--- src/rtl/crc_check.sv ---
// Serial LSB-first CRC receiver: runs the payload through an 8-bit LFSR, then compares the trailing CRC bits.
// Optional CRC_ERR_CNT_EN adds a saturating count of errored frames on err_count.
module crc_check #(
    parameter logic [7:0] SEED = 8'hD8,
    parameter logic [6:0] TAPS = 7'b1000100
) (
    input  logic       clk,
    input  logic       rst,
    input  logic       data_in,
    input  logic       data_valid,
    input  logic       crc_valid,
    output logic       busy,
    output logic       done,
    output logic       crc_err,
    output logic [7:0] err_count
);

    typedef enum logic [1:0] {IDLE, DATA, CRC} state_t;

    state_t     state;
    logic [7:0] lfsr;
    logic [3:0] cnt;
    logic       mismatch;

    logic [7:0] crc_ref;
    logic [7:0] data_base;
    logic [3:0] cnt_inc;
    logic       mis_nxt;
    logic       take_crc;
    logic       fin;

    function automatic logic [7:0] lfsr_step(input logic [7:0] l, input logic d);
        logic [7:0] n;
        logic       fb;
        fb = l[0] ^ d;
        for (int i = 0; i < 7; i++)
            n[i] = l[i+1] ^ (TAPS[i] & fb);
        n[7] = fb;
        return n;
    endfunction

    // A zero-length frame compares straight against SEED; otherwise against the running LFSR.
    always_comb begin
        crc_ref   = (state == IDLE) ? SEED : lfsr;
        data_base = (state == DATA) ? lfsr : SEED;
        cnt_inc   = (state == CRC) ? cnt + 4'd1 : 4'd1;
        mis_nxt   = ((state == CRC) ? mismatch : 1'b0) | (data_in != crc_ref[0]);
        take_crc  = crc_valid & ~data_valid;
        fin       = take_crc & (cnt_inc == 4'd8);
    end

    always_ff @(posedge clk or negedge rst) begin
        if (!rst) begin
            state    <= IDLE;
            lfsr     <= SEED;
            cnt      <= 4'd0;
            mismatch <= 1'b0;
            busy     <= 1'b0;
            done     <= 1'b0;
            crc_err  <= 1'b0;
        end else begin
            done <= 1'b0;
            if (data_valid) begin
                // Also covers abort from CRC: restart from SEED without touching crc_err.
                state    <= DATA;
                busy     <= 1'b1;
                lfsr     <= lfsr_step(data_base, data_in);
                cnt      <= 4'd0;
                mismatch <= 1'b0;
            end else if (take_crc) begin
                lfsr <= {1'b0, crc_ref[7:1]};
                if (fin) begin
                    state    <= IDLE;
                    busy     <= 1'b0;
                    cnt      <= 4'd0;
                    mismatch <= 1'b0;
                    done     <= 1'b1;
                    crc_err  <= mis_nxt;
                end else begin
                    state    <= CRC;
                    busy     <= 1'b1;
                    cnt      <= cnt_inc;
                    mismatch <= mis_nxt;
                end
            end
        end
    end

`ifdef CRC_ERR_CNT_EN
    logic [7:0] err_cnt_q;

    always_ff @(posedge clk or negedge rst) begin
        if (!rst)
            err_cnt_q <= 8'h00;
        else if (fin && mis_nxt && err_cnt_q != 8'hFF)
            err_cnt_q <= err_cnt_q + 8'd1;
    end

    assign err_count = err_cnt_q;
`else
    assign err_count = 8'h00;
`endif

endmodule
--- config.mk ---
export PLATFORM = sky130hd
export DESIGN_NAME = crc_check
export DESIGN_NICKNAME = d
export VERILOG_FILES = /design/src/rtl/crc_check.sv
export SDC_FILE = /design/constraint.sdc
export NUM_CORES = 1
export LEC_CHECK = 0
export ABC_AREA = 1
export ABC_CLOCK_PERIOD_IN_PS = 1700
export CAP_MARGIN = 10
export CORE_AREA = 2 2 60 62
export DETAILED_ROUTE_END_ITERATION = 8
export DIE_AREA = 0 0 62 64
export PLACE_DENSITY = 0.58
export SETUP_SLACK_MARGIN = 0.2
export SKIP_LAST_GASP = 1
export SYNTH_ARGS = -nofsm -noshare
export SYNTH_HDL_FRONTEND = slang
export SYNTH_SLANG_ARGS = --single-unit
--- constraint.sdc ---
create_clock -name clk -period 1.7 [get_ports clk]
set_input_delay 0.34 -clock clk [delete_from_list [all_inputs] [get_ports clk]]
set_output_delay 0.34 -clock clk [all_outputs]
set_load 0.02 [all_outputs]
Word level (Yosys, flattened, before mapping)
Cells that the tools add are included.
Widths: inputs -> output; s select.
{"block": "totals", "regBits": 18, "inputBits": 5, "output_inout_bits": 11}
{"block": "classes", "addsub": 1, "n_eq_ne": 4, "n_mux": 21, "bitwise": 7, "reduce_logical": 3}
{"op": "$mux 8", "count": 4}
{"op": "$mux 4", "count": 4}
{"op": "$mux 1", "count": 10}
{"op": "$mux 2", "count": 3}
{"op": "$add 4x1->4 const B", "count": 1}
{"op": "$eq 4x4->1 const B", "count": 1}
{"op": "$reduce_and 3->1", "count": 1}
{"op": "$xor 1x1->1", "count": 3}
{"op": "$and 1x1->1", "count": 2}
{"op": "$eq 2x1->1 const B", "count": 1}
{"op": "$eq 2x2->1 const B", "count": 1}
{"op": "$logic_not 2->1", "count": 1}
{"op": "$reduce_bool 2->1", "count": 1}
{"op": "$ne 1x1->1", "count": 1}
{"op": "$not 1->1", "count": 1}
{"op": "$or 1x1->1", "count": 1}

Depth between registers and ports, before layout
{"block": "depth", "depth_word": 7, "mapped_depth": 9, "mapped_depth_nobuf": 9}

Worst setup path after synthesis
OpenSTA, ideal clock, no wires.
{"block": "synth_timing", "path_kind": "reg-to-reg", "from": "register cnt[0]", "to": "register crc_err", "setup_time_ps": 117, "arrival_time_ps": 1207, "required_time_ps": 1583, "setup_slack_ps": 376, "path_stages_with_launch": 8, "period_less_slack_ps": 1324, "cell_sequence": "dfrtp_1 -> ha_1 -> nor2_1 -> nand2_1 -> nor2_2 -> nand2_2 -> nand2_1 -> nand2_1"}
{"block": "synth_via", "elab_chain_len": 5}
{"item": "start: declaration", "line_no": "22", "source": "logic [3:0] cnt;"}
{"item": "start signal: assignment", "line_no": "82", "source": "cnt <= cnt_inc;"}
{"item": "$add 4x1->4", "line_no": "46", "source": "cnt_inc = (state == CRC) ? cnt + 4'd1 : 4'd1;"}
{"item": "$mux 4", "line_no": "46"}
{"item": "$eq 4x4->1", "line_no": "49", "source": "fin = take_crc & (cnt_inc == 4'd8);"}
{"item": "$and 1x1->1", "line_no": "49"}
{"item": "$reduce_and 3->1 (no line)"}
{"item": "end signal: assignment", "line_no": "78", "source": "crc_err <= mis_nxt;"}
{"item": "end: declaration", "line_no": "14", "source": "output logic crc_err,"}
Every way passes these cells.
A chain may end at the register's enable or synchronous reset.

Worst setup path after layout
{"block": "layout_timing", "from": "register crc_err", "to": "output port crc_err"}
No word-level cell between the ends.

==> impl_metrics.env <==
export IMPL_drtIter0Drc=17
export IMPL_final_layout_size_suffix_gt1_frac=0.159
export IMPL_max_cap_violations=0
export IMPL_grt_pass1_wl_microns=3250
export IMPL_synth_seq_cells=18
export IMPL_fillers=356
export IMPL_crit_cells=1
export IMPL_r2r_cells=7
export IMPL_path_max_fanout=2
export IMPL_dr_total_vias=797
export IMPL_grt_max_degree=19
export IMPL_initial_core_util=0.290
export IMPL_root_buffer="clkbuf_4"
export IMPL_fp_dieH_microns=64
export IMPL_coreArea_sq_um=3280
export IMPL_avgRoutedWirePerCell_microns=10.0
export IMPL_gp_congestion=0.829
export IMPL_fmaxAchievable_mhz=739
export IMPL_hold_viol_final=0
export IMPL_overflow=0
export IMPL_r2r_start="cnt[0]"
export IMPL_cp_data_arrival_time_ns=1.01
export IMPL_rsz0062_at_grt="false"
export IMPL_fin_setup_tns_ns=0
export IMPL_clock_sinks=18
export IMPL_syn_instance_count=122
export IMPL_seq_area_frac_synth=0.478
export IMPL_clk_pin_slew_ns=0.11
export IMPL_cts_tree="yes"
export IMPL_multi_input_area_sq_um=393
export IMPL_outcome="complete, no violations"
export IMPL_grt_pass1_vias=787
export IMPL_period_needed_ns=1.35
export IMPL_cts_inserted_buffers=3
export IMPL_drc=0
export IMPL_post_dp_hpwl_microns=1360
export IMPL_synth_area_per_cell_sq_um=7.80
export IMPL_powerDensity_nw_per_um2=792
export IMPL_wirelength_microns=1850
export IMPL_path_buf_inv=1
export IMPL_io_pins=16
export IMPL_antenna_cells=0
export IMPL_worstPathCellList="dlygate4sd2_1"
export IMPL_fin_crit_sh=0.796
export IMPL_ctsHoldBuffers=0
export IMPL_peakVddDrop_v=0.000376
export IMPL_p_leak_nw=0.574
export IMPL_first_pass_iters=4
export IMPL_seq_area_sq_um=455
export IMPL_reg2reg_slack_ns=0.35
export IMPL_critical_path_slowest_cell="dfrtp_1"
export IMPL_dieWidth_microns=62
export IMPL_final_util=0.341
export IMPL_std_cell_rows=21
export IMPL_r2r_end="crc_err"
export IMPL_area_delta_synth_final_pct=17.5
export IMPL_worst_path_dominant_cell_family="flip-flops"
export IMPL_synth_cell_types=19
export IMPL_yosysWarningCount=0
export IMPL_fin_worst_skew_ns=0.00525
export IMPL_clock_latency_ns=0.29
export IMPL_port_buffers=7
export IMPL_crit_type="flip-flop to output port"
export IMPL_grtUsageTotal=0.109
export IMPL_die_area_sq_um=3970
export IMPL_via_per_inst=4.33
export IMPL_h_tree_depth=1
export IMPL_setup_violations=0
export IMPL_hold_path_class="input port to async pin"
export IMPL_critical_path_max_stage_delay_ns=0.40
export IMPL_synth_cell_area_sq_um=952
export IMPL_maxSlewViolCount=0
export IMPL_cp_start_kind="flip-flop"
export IMPL_antenna_found_initial=0
export IMPL_end_kind="output port"
export IMPL_antenna_left=0
export IMPL_cp_data_required_time_ns=1.36
export IMPL_nets=145
export IMPL_cts_buffer_depth=2
[cells by family after synthesis]
group                      count (synthesis)  synth area share
adders and majority gates                  1            0.0131
buffers and inverters                     27             0.142
other                                      1           0.00394
DFF                                       18             0.478
and+or+nand+nor                           60             0.276
AOI/OAI and AO/OA                         15            0.0867
[flip-flops by register name (all words and copies together), names as in the netlist]
| signal | count |
|---|---|
| state | 2 |
| busy | 1 |
| crc_err | 1 |
| done | 1 |
| mismatch | 1 |
| lfsr | 8 |
| cnt | 4 |
[worst max-delay path by stage]
stage,start,to,slack (ns)
2_1_floorplan,cnt[0],crc_err,0.38
3_3_place_gp,data_valid,lfsr[2],0.14
3_5_place_dp,data_valid,lfsr[6],0.12
4_1_cts,cnt[0],crc_err,0.25
5_1_grt,cnt[0],crc_err,0.23
6_report,crc_err,crc_err,0.35
[cell usage after synthesis]
cell type  instances  area, sq um
o22ai_1            2         12.5
o21ai_0            8         40.0
nand2_1           29          109
ha_1               1         12.5
a21oi_1            3         15.0
nor2_4             1         11.3
a22o_1             1         8.76
dfrtp_1           14          350
nor2_2             2         12.5
nand3_1           16         80.1
conb_1             1         3.75
dfstp_2            4          105
inv_1             14         52.6
inv_2              4         15.0
nor2_1            10         37.5
nand4_1            1         6.26
buf_4              9         67.6
nand2_2            1         6.26
a31oi_1            1         6.26
[power breakdown]
part,internal [mW],switching (mW)
Clock,0.0912,0.137
Sequential,0.480,0.0249
Combinational,0.0544,0.0985
[per-layer routing]
metal	up-vias	global-route usage	wire, microns
met4	0	0.0452	0
met5	-	0	0
met2	15	0.177	944
met1	377	0.133	832
li1	405	-	-
met3	0	0.0263	69
[worst register-to-register path: cells and delay by family (launching register included)]
| family | cells | cell delay (ns) |
|---|---|---|
| simple gates | 6 | 0.52 |
| fa+ha+maj | 1 | 0.32 |
| flops | 1 | 0.41 |
[through the flow]
step,hold WS (ns),power [mW],instance area [sq um],setup WS [ns],cells
after global placement,0.457,0.661,1070,0.141,177
after global routing,0.378,0.942,1120,0.228,184
final,0.355,0.886,1120,0.346,184
after detailed placement,0.472,0.665,1070,0.122,177
after CTS,0.355,0.901,1090,0.252,181
after floorplan,0.0444,0.627,978,0.376,129
[final cells by class]
type | instances | share of cell area
Multi-Input combinational cell | 84 | 0.351
Sequential cell | 18 | 0.407
Inverter | 18 | 0.0604
Clock buffer | 4 | 0.0235
Timing Repair Buffer | 14 | 0.106
Tap cell | 46 | 0.0515
[cells in the final DEF, fill, tap and decap left out, types with 2 or more instances in the layout]
| cell | synthesis | final |
|---|---|---|
| dfrtp_1 | 14 | 14 |
| clkdlybuf4s50_1 | 0 | 4 |
| nand2_1 | 29 | 29 |
| nand3_1 | 16 | 16 |
| buf_4 | 9 | 7 |
| nor2_1 | 10 | 10 |
| dfstp_2 | 4 | 4 |
| inv_2 | 4 | 4 |
| o22ai_1 | 2 | 2 |
| nor2_4 | 1 | 2 |
| a21oi_1 | 3 | 3 |
| clkbuf_4 | 0 | 3 |
| inv_1 | 14 | 14 |
| o21ai_0 | 8 | 8 |
| dlygate4sd2_1 | 0 | 3 |
| conb_1 | 1 | 8 |
[timing repair]
item / CTS / global route
setup endpoints to repair: 3 / 2
gates resized for setup: 3 / 1
setup buffers: 0 / 3
pin swaps: 0 / 1
Power figures use the tool's default switching activity.
